--- src/rtl/cnn_pkg.sv ---
// Shared constants and types for the CNN output path: the streamer FSM encoding
// and the default output-map geometry used by the conv controller and result buffer.
package cnn_pkg;

  localparam int CNN_DATA_W   = 16;
  localparam int CNN_OUT_ROWS = 4;
  localparam int CNN_OUT_COLS = 4;
  localparam int CNN_ADDR_W   = 4;

  typedef enum logic [2:0] {
    ST_IDLE = 3'd0,
    ST_RD   = 3'd1,
    ST_LAT  = 3'd2,
    ST_SEND = 3'd3,
    ST_FIN  = 3'd4
  } stream_state_e;

  // Counter width for a 0..n-1 range; a 1-entry range still needs one bit.
  function automatic int cnt_w(input int n);
    return (n > 1) ? $clog2(n) : 1;
  endfunction

endpackage

--- src/rtl/cnn_result_streamer_if.sv ---
// Result-buffer read port plus outgoing element stream of the result streamer.
interface cnn_result_streamer_if #(
  parameter int DATA_W = 16,
  parameter int ADDR_W = 4
);
  logic              start;
  logic              rd_en;
  logic [ADDR_W-1:0] rd_addr;
  logic [DATA_W-1:0] rd_data;
  logic              m_valid;
  logic              m_ready;
  logic [DATA_W-1:0] m_data;
  logic              m_eol;
  logic              m_last;
  logic              busy;
  logic              frame_done;

  modport master (
    input  start, rd_data, m_ready,
    output rd_en, rd_addr, m_valid, m_data, m_eol, m_last, busy, frame_done
  );

  modport slave (
    output start, rd_data, m_ready,
    input  rd_en, rd_addr, m_valid, m_data, m_eol, m_last, busy, frame_done
  );
endinterface

--- src/rtl/cnn_rc_counter.sv ---
// Row/column wrap counter walking a ROWS x COLS map in row-major order.
module cnn_rc_counter
  import cnn_pkg::*;
#(
  parameter int ROWS = CNN_OUT_ROWS,
  parameter int COLS = CNN_OUT_COLS,
  localparam int ROW_W = cnt_w(ROWS),
  localparam int COL_W = cnt_w(COLS)
) (
  input  logic             clk,
  input  logic             rst,
  input  logic             clr_i,
  input  logic             adv_i,
  output logic [ROW_W-1:0] row_o,
  output logic [COL_W-1:0] col_o,
  output logic             last_col_o,
  output logic             last_all_o
);

  logic [ROW_W-1:0] row_q;
  logic [COL_W-1:0] col_q;
  logic             last_row;

  assign last_row   = (row_q == ROW_W'(ROWS - 1));
  assign last_col_o = (col_q == COL_W'(COLS - 1));
  assign last_all_o = last_row & last_col_o;
  assign row_o      = row_q;
  assign col_o      = col_q;

  always_ff @(posedge clk or posedge rst) begin
    if (rst) begin
      row_q <= '0;
      col_q <= '0;
    end else if (clr_i) begin
      row_q <= '0;
      col_q <= '0;
    end else if (adv_i) begin
      if (last_col_o) begin
        col_q <= '0;
        row_q <= last_row ? '0 : row_q + 1'b1;
      end else begin
        col_q <= col_q + 1'b1;
      end
    end
  end

endmodule

--- src/rtl/cnn_result_streamer.sv ---
// Reads the finished output feature map from the result buffer in row-major order
// and emits it as a valid/ready stream with end-of-row and end-of-frame markers.
module cnn_result_streamer
  import cnn_pkg::*;
#(
  parameter int DATA_W   = CNN_DATA_W,
  parameter int OUT_ROWS = CNN_OUT_ROWS,
  parameter int OUT_COLS = CNN_OUT_COLS,
  parameter int ADDR_W   = CNN_ADDR_W
) (
  input  logic                    clk,
  input  logic                    rst,
  cnn_result_streamer_if.master   bus
);

  localparam int ROW_W = cnt_w(OUT_ROWS);
  localparam int COL_W = cnt_w(OUT_COLS);

  stream_state_e     state_q;
  logic              rd_en_q;
  logic [ADDR_W-1:0] rd_addr_q;
  logic [DATA_W-1:0] data_q;
  logic              m_valid_q;
  logic              m_eol_q;
  logic              m_last_q;
  logic              busy_q;
  logic              frame_done_q;

  logic [ROW_W-1:0]  row;
  logic [COL_W-1:0]  col;
  logic              last_col;
  logic              last_all;
  logic              handshake;
  logic              cnt_clr;
  logic              cnt_adv;
  logic [ADDR_W-1:0] addr_cur;
  logic [ADDR_W-1:0] addr_d;

  assign handshake = (state_q == ST_SEND) && bus.m_ready;
  assign cnt_clr   = ((state_q == ST_IDLE) && bus.start) || (state_q == ST_FIN);
  assign cnt_adv   = handshake && !last_all;

  // Row-major order makes the next element's address the current one plus one.
  assign addr_cur = ADDR_W'(row) * ADDR_W'(OUT_COLS) + ADDR_W'(col);
  assign addr_d   = addr_cur + ADDR_W'(1);

  cnn_rc_counter #(
    .ROWS (OUT_ROWS),
    .COLS (OUT_COLS)
  ) u_rc_counter (
    .clk        (clk),
    .rst        (rst),
    .clr_i      (cnt_clr),
    .adv_i      (cnt_adv),
    .row_o      (row),
    .col_o      (col),
    .last_col_o (last_col),
    .last_all_o (last_all)
  );

  always_ff @(posedge clk or posedge rst) begin
    if (rst) begin
      state_q      <= ST_IDLE;
      rd_en_q      <= 1'b0;
      rd_addr_q    <= '0;
      data_q       <= '0;
      m_valid_q    <= 1'b0;
      m_eol_q      <= 1'b0;
      m_last_q     <= 1'b0;
      busy_q       <= 1'b0;
      frame_done_q <= 1'b0;
    end else begin
      rd_en_q      <= 1'b0;
      frame_done_q <= 1'b0;
      case (state_q)
        ST_IDLE: begin
          if (bus.start) begin
            busy_q    <= 1'b1;
            rd_addr_q <= '0;
            rd_en_q   <= 1'b1;
            state_q   <= ST_RD;
          end
        end
        ST_RD: begin
          state_q <= ST_LAT;
        end
        ST_LAT: begin
          data_q    <= bus.rd_data;
          m_valid_q <= 1'b1;
          m_eol_q   <= last_col;
          m_last_q  <= last_all;
          state_q   <= ST_SEND;
        end
        ST_SEND: begin
          if (bus.m_ready) begin
            m_valid_q <= 1'b0;
            m_eol_q   <= 1'b0;
            m_last_q  <= 1'b0;
            if (m_last_q) begin
              state_q <= ST_FIN;
            end else begin
              rd_addr_q <= addr_d;
              rd_en_q   <= 1'b1;
              state_q   <= ST_RD;
            end
          end
        end
        ST_FIN: begin
          frame_done_q <= 1'b1;
          busy_q       <= 1'b0;
          state_q      <= ST_IDLE;
        end
        default: state_q <= ST_IDLE;
      endcase
    end
  end

  assign bus.rd_en      = rd_en_q;
  assign bus.rd_addr    = rd_addr_q;
  assign bus.m_valid    = m_valid_q;
  assign bus.m_data     = data_q;
  assign bus.m_eol      = m_eol_q;
  assign bus.m_last     = m_last_q;
  assign bus.busy       = busy_q;
  assign bus.frame_done = frame_done_q;

endmodule

--- src/flat_wrapper.sv ---
// flat-port wrapper written by rule: the top's interface ports become plain ports
module cnn_result_streamer_flat import cnn_pkg::*;
#(
  parameter int DATA_W   = CNN_DATA_W,
  parameter int OUT_ROWS = CNN_OUT_ROWS,
  parameter int OUT_COLS = CNN_OUT_COLS,
  parameter int ADDR_W   = CNN_ADDR_W
)
  (clk, rst, bus_start, bus_rd_data, bus_m_ready, bus_rd_en, bus_rd_addr, bus_m_valid, bus_m_data, bus_m_eol, bus_m_last, bus_busy, bus_frame_done);
  cnn_result_streamer_if #(.DATA_W(DATA_W), .ADDR_W(ADDR_W)) bus_i ();
  input  logic clk;
  input  logic rst;
  input wire logic [$bits(bus_i.start)-1:0] bus_start;
  input wire logic [$bits(bus_i.rd_data)-1:0] bus_rd_data;
  input wire logic [$bits(bus_i.m_ready)-1:0] bus_m_ready;
  output wire logic [$bits(bus_i.rd_en)-1:0] bus_rd_en;
  output wire logic [$bits(bus_i.rd_addr)-1:0] bus_rd_addr;
  output wire logic [$bits(bus_i.m_valid)-1:0] bus_m_valid;
  output wire logic [$bits(bus_i.m_data)-1:0] bus_m_data;
  output wire logic [$bits(bus_i.m_eol)-1:0] bus_m_eol;
  output wire logic [$bits(bus_i.m_last)-1:0] bus_m_last;
  output wire logic [$bits(bus_i.busy)-1:0] bus_busy;
  output wire logic [$bits(bus_i.frame_done)-1:0] bus_frame_done;
  assign bus_i.start = bus_start;
  assign bus_i.rd_data = bus_rd_data;
  assign bus_i.m_ready = bus_m_ready;
  assign bus_rd_en = bus_i.rd_en;
  assign bus_rd_addr = bus_i.rd_addr;
  assign bus_m_valid = bus_i.m_valid;
  assign bus_m_data = bus_i.m_data;
  assign bus_m_eol = bus_i.m_eol;
  assign bus_m_last = bus_i.m_last;
  assign bus_busy = bus_i.busy;
  assign bus_frame_done = bus_i.frame_done;
  cnn_result_streamer #(.DATA_W(DATA_W), .OUT_ROWS(OUT_ROWS), .OUT_COLS(OUT_COLS), .ADDR_W(ADDR_W)) u_core (.clk(clk), .rst(rst), .bus(bus_i));
endmodule
--- config.mk ---
export PLATFORM = sky130hd
export DESIGN_NAME = cnn_result_streamer_flat
export DESIGN_NICKNAME = d
export VERILOG_FILES = /design/src/rtl/cnn_pkg.sv /design/src/rtl/cnn_result_streamer_if.sv /design/src/rtl/cnn_rc_counter.sv /design/src/rtl/cnn_result_streamer.sv /design/src/flat_wrapper.sv
export SDC_FILE = /design/constraint.sdc
export NUM_CORES = 1
export LEC_CHECK = 0
export CORE_ASPECT_RATIO = 1.1
export CORE_UTILIZATION = 42
export DETAILED_ROUTE_END_ITERATION = 10
export DONT_BUFFER_PORTS = 1
export PLACE_DENSITY = 0.62
export SLEW_MARGIN = 20
export SYNTH_ARGS = -nofsm -noshare
export SYNTH_HDL_FRONTEND = slang
export SYNTH_SLANG_ARGS = --single-unit
--- constraint.sdc ---
create_clock -name clk -period 2.7 [get_ports clk]
set_input_delay 0.675 -clock clk [delete_from_list [all_inputs] [get_ports clk]]
set_output_delay 0.675 -clock clk [all_outputs]
set_load 0.02 [all_outputs]
-- Yosys cells after proc, flatten, opt, wreduce, memory -nomap -nowiden
Index checks and enable logic that the tools add are counted.
- register bits: 33
- logic and storage cells: 67
- bitwise gates (word level): 1
- equality and inequality tests: 9
- $add $sub $neg: 4
- mux-type cells: 26
- reductions and logical operators: 16
- operators with widths (operator ; number):
    $mux W2 ; 7
    $mux W4 ; 3
    $pmux W3 S4 ; 1
    $pmux W1 S2 ; 5
    $reduce_bool A2 Y1 ; 5
    $mux W3 ; 3
    $pmux W4 S2 ; 1
    $reduce_and A2 Y1 ; 4
    $eq A3 B2 Y1 const B ; 2
    $mux W1 ; 6
    $ne A2 B2 Y1 const B ; 3
    $add A2 B1 Y2 const B ; 2
    $add A4 B1 Y4 const B ; 1
    $add A4 B2 Y4 ; 1
    $eq A2 B2 Y1 const B ; 2
    $reduce_and A4 Y1 ; 1
    $eq A3 B1 Y1 const B ; 1
    $eq A3 B3 Y1 const B ; 1
    $logic_and A1 B1 Y1 ; 3
    $logic_not A3 Y1 ; 1
    $and A1 B1 Y1 ; 1
    $logic_not A1 Y1 ; 1
    $logic_or A1 B1 Y1 ; 1

-- Depth between registers and ports, before layout
- depth after elaboration: 6
- gate-level depth with buffers: 5
- gate-level depth less buffers: 4

-- Cells and area by module
From an unflattened synthesis, not the netlist that was laid out.
- cell total of the unflattened synthesis: 107
- area, all modules: 1481.4 µm²
- by module, submodules not included (module ; cells each ; times used ; area each (µm²)):
    cnn_result_streamer ; 88 ; 1 ; 1262.5
    cnn_rc_counter ; 19 ; 1 ; 219.0

-- Worst setup path before layout
Ideal clock, no wire load.
- path type: input -> register
- start: input port bus_m_ready
- end: register u_core.rd_addr_q[0], in the netlist u_core.bus.rd_addr[0]
- stages on the path: 3
- setup time: 125 ps
- data arrival time: 1467 ps
- slack: 1108 ps
- cell sequence: nand4b_2 > o32ai_4 > mux2_4
- word-level cells in the longest chain between the ends: 2
- ends and longest elaborated chain (element ; RTL line ; RTL):
    start, declared ; flat_wrapper.sv:15 ; input wire logic [$bits(bus_i.m_ready)-1:0] bus_m_ready;
    $ne A2 B2 Y1 (no line) ; n/a ;
    $reduce_and A4 Y1 (no line) ; n/a ;
    end signal, assigned ; cnn_result_streamer.sv:102 ; rd_addr_q <= addr_d;
    end, declared ; cnn_result_streamer.sv:21 ; logic [ADDR_W-1:0] rd_addr_q;
Every way passes these cells.
A chain may end at the register's enable or synchronous reset.

-- Worst setup path in the final report
- start: register u_core.state_q[2]
- end: register u_core.rd_addr_q[0], in the netlist u_core.bus.rd_addr[0]
- word-level cells in the longest chain between the ends: 3
- elaborated cells between the ends (all ways): 8
- those cells by class: eq/ne: 4; mux: 1; reduce/logical: 3
- ends and longest elaborated chain (element ; RTL line ; RTL):
    start, declared ; cnn_result_streamer.sv:19 ; stream_state_e state_q;
    start signal, assigned ; cnn_result_streamer.sv:63 ; state_q <= ST_IDLE;
    start signal, assigned ; cnn_result_streamer.sv:81 ; state_q <= ST_RD;
    start signal, assigned ; cnn_result_streamer.sv:85 ; state_q <= ST_LAT;
    $eq A3 B2 Y1 or $logic_not A3 Y1 (tied branches) ; cnn_result_streamer.sv:75 ; case (state_q)
    $ne A2 B2 Y1 (no line) or $reduce_bool A2 Y1 (tied branches) ; n/a ;
    $reduce_and A4 Y1 (no line) ; n/a ;
Several ways; a longest one is shown, not always the timed one.

==> reports/summary.md <==
At the later pin of the worst-skew pair, clock insertion delay measures 330 ps. Data on the critical path is required at its endpoint by 2920 ps. Between clock sinks in the finished design, the worst skew comes to 9.16 ps. The run finished, with violations left.

The number of setup violations in the final report is 0. Dividing the detail-routed wire length by the instance count gives 17.1 um. The cell count after synthesis came out at 109.

The final reports fail on design-rule violations. The count of antenna-violating nets left after detailed routing is 0. For the area of the die, the log shows 3640 um2. The routed design has 2530 um of wire. The kind of cell with the highest combined delay along the critical path is flip-flops. The share of final-layout standard cells stronger than drive strength 1 came out at 0.289.

The run gives 0.667 nW as the static leakage power. Yosys mapped a number of flops with a built-in enable equal to 0. For this run, the number of Yosys warnings is 0. Largest stage delay on the critical path: 530 ps.

Number of violations of the max-capacitance limit: 0. The clock slew at the register clock pins of the worst setup and hold paths came out at 100 ps. The critical path in this run is classified as register to register.

Among all flip-flop cells after synthesis, the most frequent one is sky130_fd_sc_hd__dfrtp_1. The number of I/O port buffers is 0, and the flop and latch count out of synthesis is 33. After the last flow step, the layout net total stands at 135. The worst setup path is launched from a register. TritonCTS built the clock tree. For this run, the detailed router's first-pass iteration total came to 9. Hold timing on the final database bottoms out at a slack of 303 ps. The area share of the largest cell type after synthesis was 0.578; the slew of the pin with the lowest slew margin was 415 ps. The share of the cycle needed by the critical path after routing came out at 0.644. The logs give 0 for the number of endpoints with negative hold slack in the final report and 292 for the number of fill cells in the layout. In the routed layout, each cell is associated on average with a via count of 5.70. In this run the worst path has a maximum fanout of 12. The global routing usage summed across all routing layers was 0.155.

The logs give 0 for the post-CTS repair timing setup buffer count and 911 for the number of global-route vias before repair. For this design the ratio of total power to cell area is 1270 nW/um2. The number of remaining DRC errors came out at 2. Counting along the longest clock path gives a buffer depth of 2. Final cell count without fillers: 148. Setup repair after global routing left no endpoint under its margin.

Maximum number of pins on one net before global-route repair: 34. The proportion of register bits with asynchronous set or reset after synthesis came out at 1.00. Traced cell by cell, the critical path runs through nand4b_2 > o32ai_4 > mux2_4. The first-iteration detailed-routing DRC count came out at 68.

By count the netlist is led by sky130_fd_sc_hd__dfrtp_1 (33), sky130_fd_sc_hd__mux2_2 (16), sky130_fd_sc_hd__nand2_1 (7), sky130_fd_sc_hd__o21ai_0 (6). The most numerous cell in the Yosys netlist is sky130_fd_sc_hd__dfrtp_1. The logs give 0 for the number of slew-limit violations in the final report and 0 ps for the final total negative setup slack. The area growth from synthesis to layout is 5.43%. The number of nets in the synthesized netlist is 131.

A synthesized cell averages 13.1 um2. In this run the cell area measured after placement is 1450 um2. Among all stages on the critical path, the largest delay is contributed by sky130_fd_sc_hd__dfrtp_1.

After synthesis, the netlist uses 32 different library cells. The area taken by flip-flops and latches came out at 826 um2. The effective utilization at floorplan is 0.453. After detailed placement, the design holds a cell count of 140. The number of clock buffers added by TritonCTS is 5. The repair_antennas step left the layout with diodes totalling 0. After floorplanning, the core was sized to cover 3150 um2. In this run the worst hold path is classified as input port to async pin. The tree built by TritonCTS fans out to 33 sinks. The tools report the signal arrival time at the worst endpoint as 1960 ps. Detailed placement finished with a half-perimeter wire length of 1760 um.

The synthesized design spends more area on one cell type than any other, namely sky130_fd_sc_hd__dfrtp_1. Type of element capturing the critical path: a register. The run gives 844 as the count of vias placed by the detailed router. The die height was 63.1 um.

The number of buffers added to fix hold violations after cts is 0, and the achievable clock frequency is 575 MHz. In this run the clock root is driven by a sky130_fd_sc_hd__clkbuf_4. The area used by multi-input combinational logic came out at 556 um2. The routability-driven placement congestion ratio was 0.855; the cell area after technology mapping was 1430 um2.

The proportion of synthesized chip area in sequential cells was 0.578. The final core utilization is 0.477. The smallest clock period supported by the final layout is computed as 1740 ps. The total overflow left after global routing is 0.

The tools report the wire length of the first global-routing pass as 4150 um. Counting both buffers and inverters, the worst setup path holds a total of 0. The maximum level of the CTS H-tree is 2, and the total of cells resized after clock tree synthesis is 0. Sorting the synthesized cells by area gives the leading types as sky130_fd_sc_hd__dfrtp_1 (58%), sky130_fd_sc_hd__mux2_2 (13%), sky130_fd_sc_hd__mux2_4 (3.2%). The run gives 521 uV as the highest ir drop seen on vdd.

The number of top-level design ports was 46; the post-route cell area was 1510 um2. The tools report the worst relative slew slack as 0.723. The number of antenna violations at the first check in global routing was 0; the horizontal die dimension was 57.6 um.

The floorplan has 21 rows.
power by group:
group / internal [mW] / total [mW] / switching [mW]
clock: 0.0991 / 0.260 / 0.161
combinational: 0.303 / 0.537 / 0.235
sequential: 0.710 / 1.11 / 0.397
sequential cells by signal, summed over array words and instances, names as in the netlist:
name and count:
u_core.u_rc_counter.row_o 2, u_core.bus.m_valid 1, u_core.bus.m_data 16, u_core.bus.m_eol 1
u_core.bus.rd_addr 4, u_core.u_rc_counter.col_o 2, u_core.state_q 3, u_core.bus.busy 1
u_core.bus.rd_en 1, u_core.bus.frame_done 1, u_core.bus.m_last 1
metal layers:
layer	share of wire	up-vias	track usage
met5	0	-	0
met4	0.0063	0	0.0579
met3	0.067	2	0.0678
met2	0.49	31	0.237
met1	0.44	420	0.192
li1	-	391	-
path summary, 6_finish.rpt:
check | start | to | slack, ps | cells after the start
worst max-delay path | u_core.state_q[2] | u_core.bus.rd_addr[0] | 960 | 3
worst min-delay path | rst | u_core.bus.m_data[9] | 300 | 2
worst max register to register | u_core.state_q[2] | u_core.bus.rd_addr[0] | 960 | 3
worst min register to register | u_core.u_rc_counter.row_o[1] | u_core.u_rc_counter.row_o[1] | 610 | 2
max in group asynchronous | rst | u_core.bus.m_data[1] | 2110 | 2
min in group clk | bus_rd_data[9] | u_core.bus.m_data[9] | 490 | 1
kinds of logic (layout without fill, tap and decap cells):
logic type,after synthesis,in the layout,share of synthesized area
flip-flops,33,33,0.578
AND/OR/NAND/NOR,28,28,0.110
multiplexers,20,20,0.165
AO/OA/AOI/OAI,15,15,0.0841
buffers and inverters,9,14,0.0324
adder cells (fa/ha/maj),2,2,0.0175
XOR/XNOR,2,2,0.0123
placed cells by master (no fill, tap or decap), types with 2 or more instances in the layout:
cell type	Yosys	routed
sky130_fd_sc_hd__mux2_2	16	16
sky130_fd_sc_hd__ha_1	2	2
sky130_fd_sc_hd__clkbuf_4	0	5
sky130_fd_sc_hd__inv_1	4	4
sky130_fd_sc_hd__nor3_1	5	5
sky130_fd_sc_hd__buf_4	0	2
sky130_fd_sc_hd__nand3_1	2	2
sky130_fd_sc_hd__and2_1	2	2
sky130_fd_sc_hd__o21ai_0	6	6
sky130_fd_sc_hd__nand2_1	7	7
sky130_fd_sc_hd__dfrtp_1	33	33
sky130_fd_sc_hd__nor2_1	5	5
sky130_fd_sc_hd__clkinv_2	0	2
sky130_fd_sc_hd__mux2_4	3	3
per-stage QoR:
step	power (mW)	setup WS, ps
global placement	1.63	1010
global route	2.02	843
CTS	1.92	954
detailed placement	1.66	974
finish	1.90	962
floorplan	1.55	1110
cell type report:
cell class	count	share of cell area
well taps	34	0.0283
clock inverters	2	0.00665
inverters	4	0.00998
multi-input cells	67	0.369
flip-flops and latches	33	0.549
clock buffers	6	0.0274
repair buffers	2	0.00998
Power figures use the tool's default switching activity.
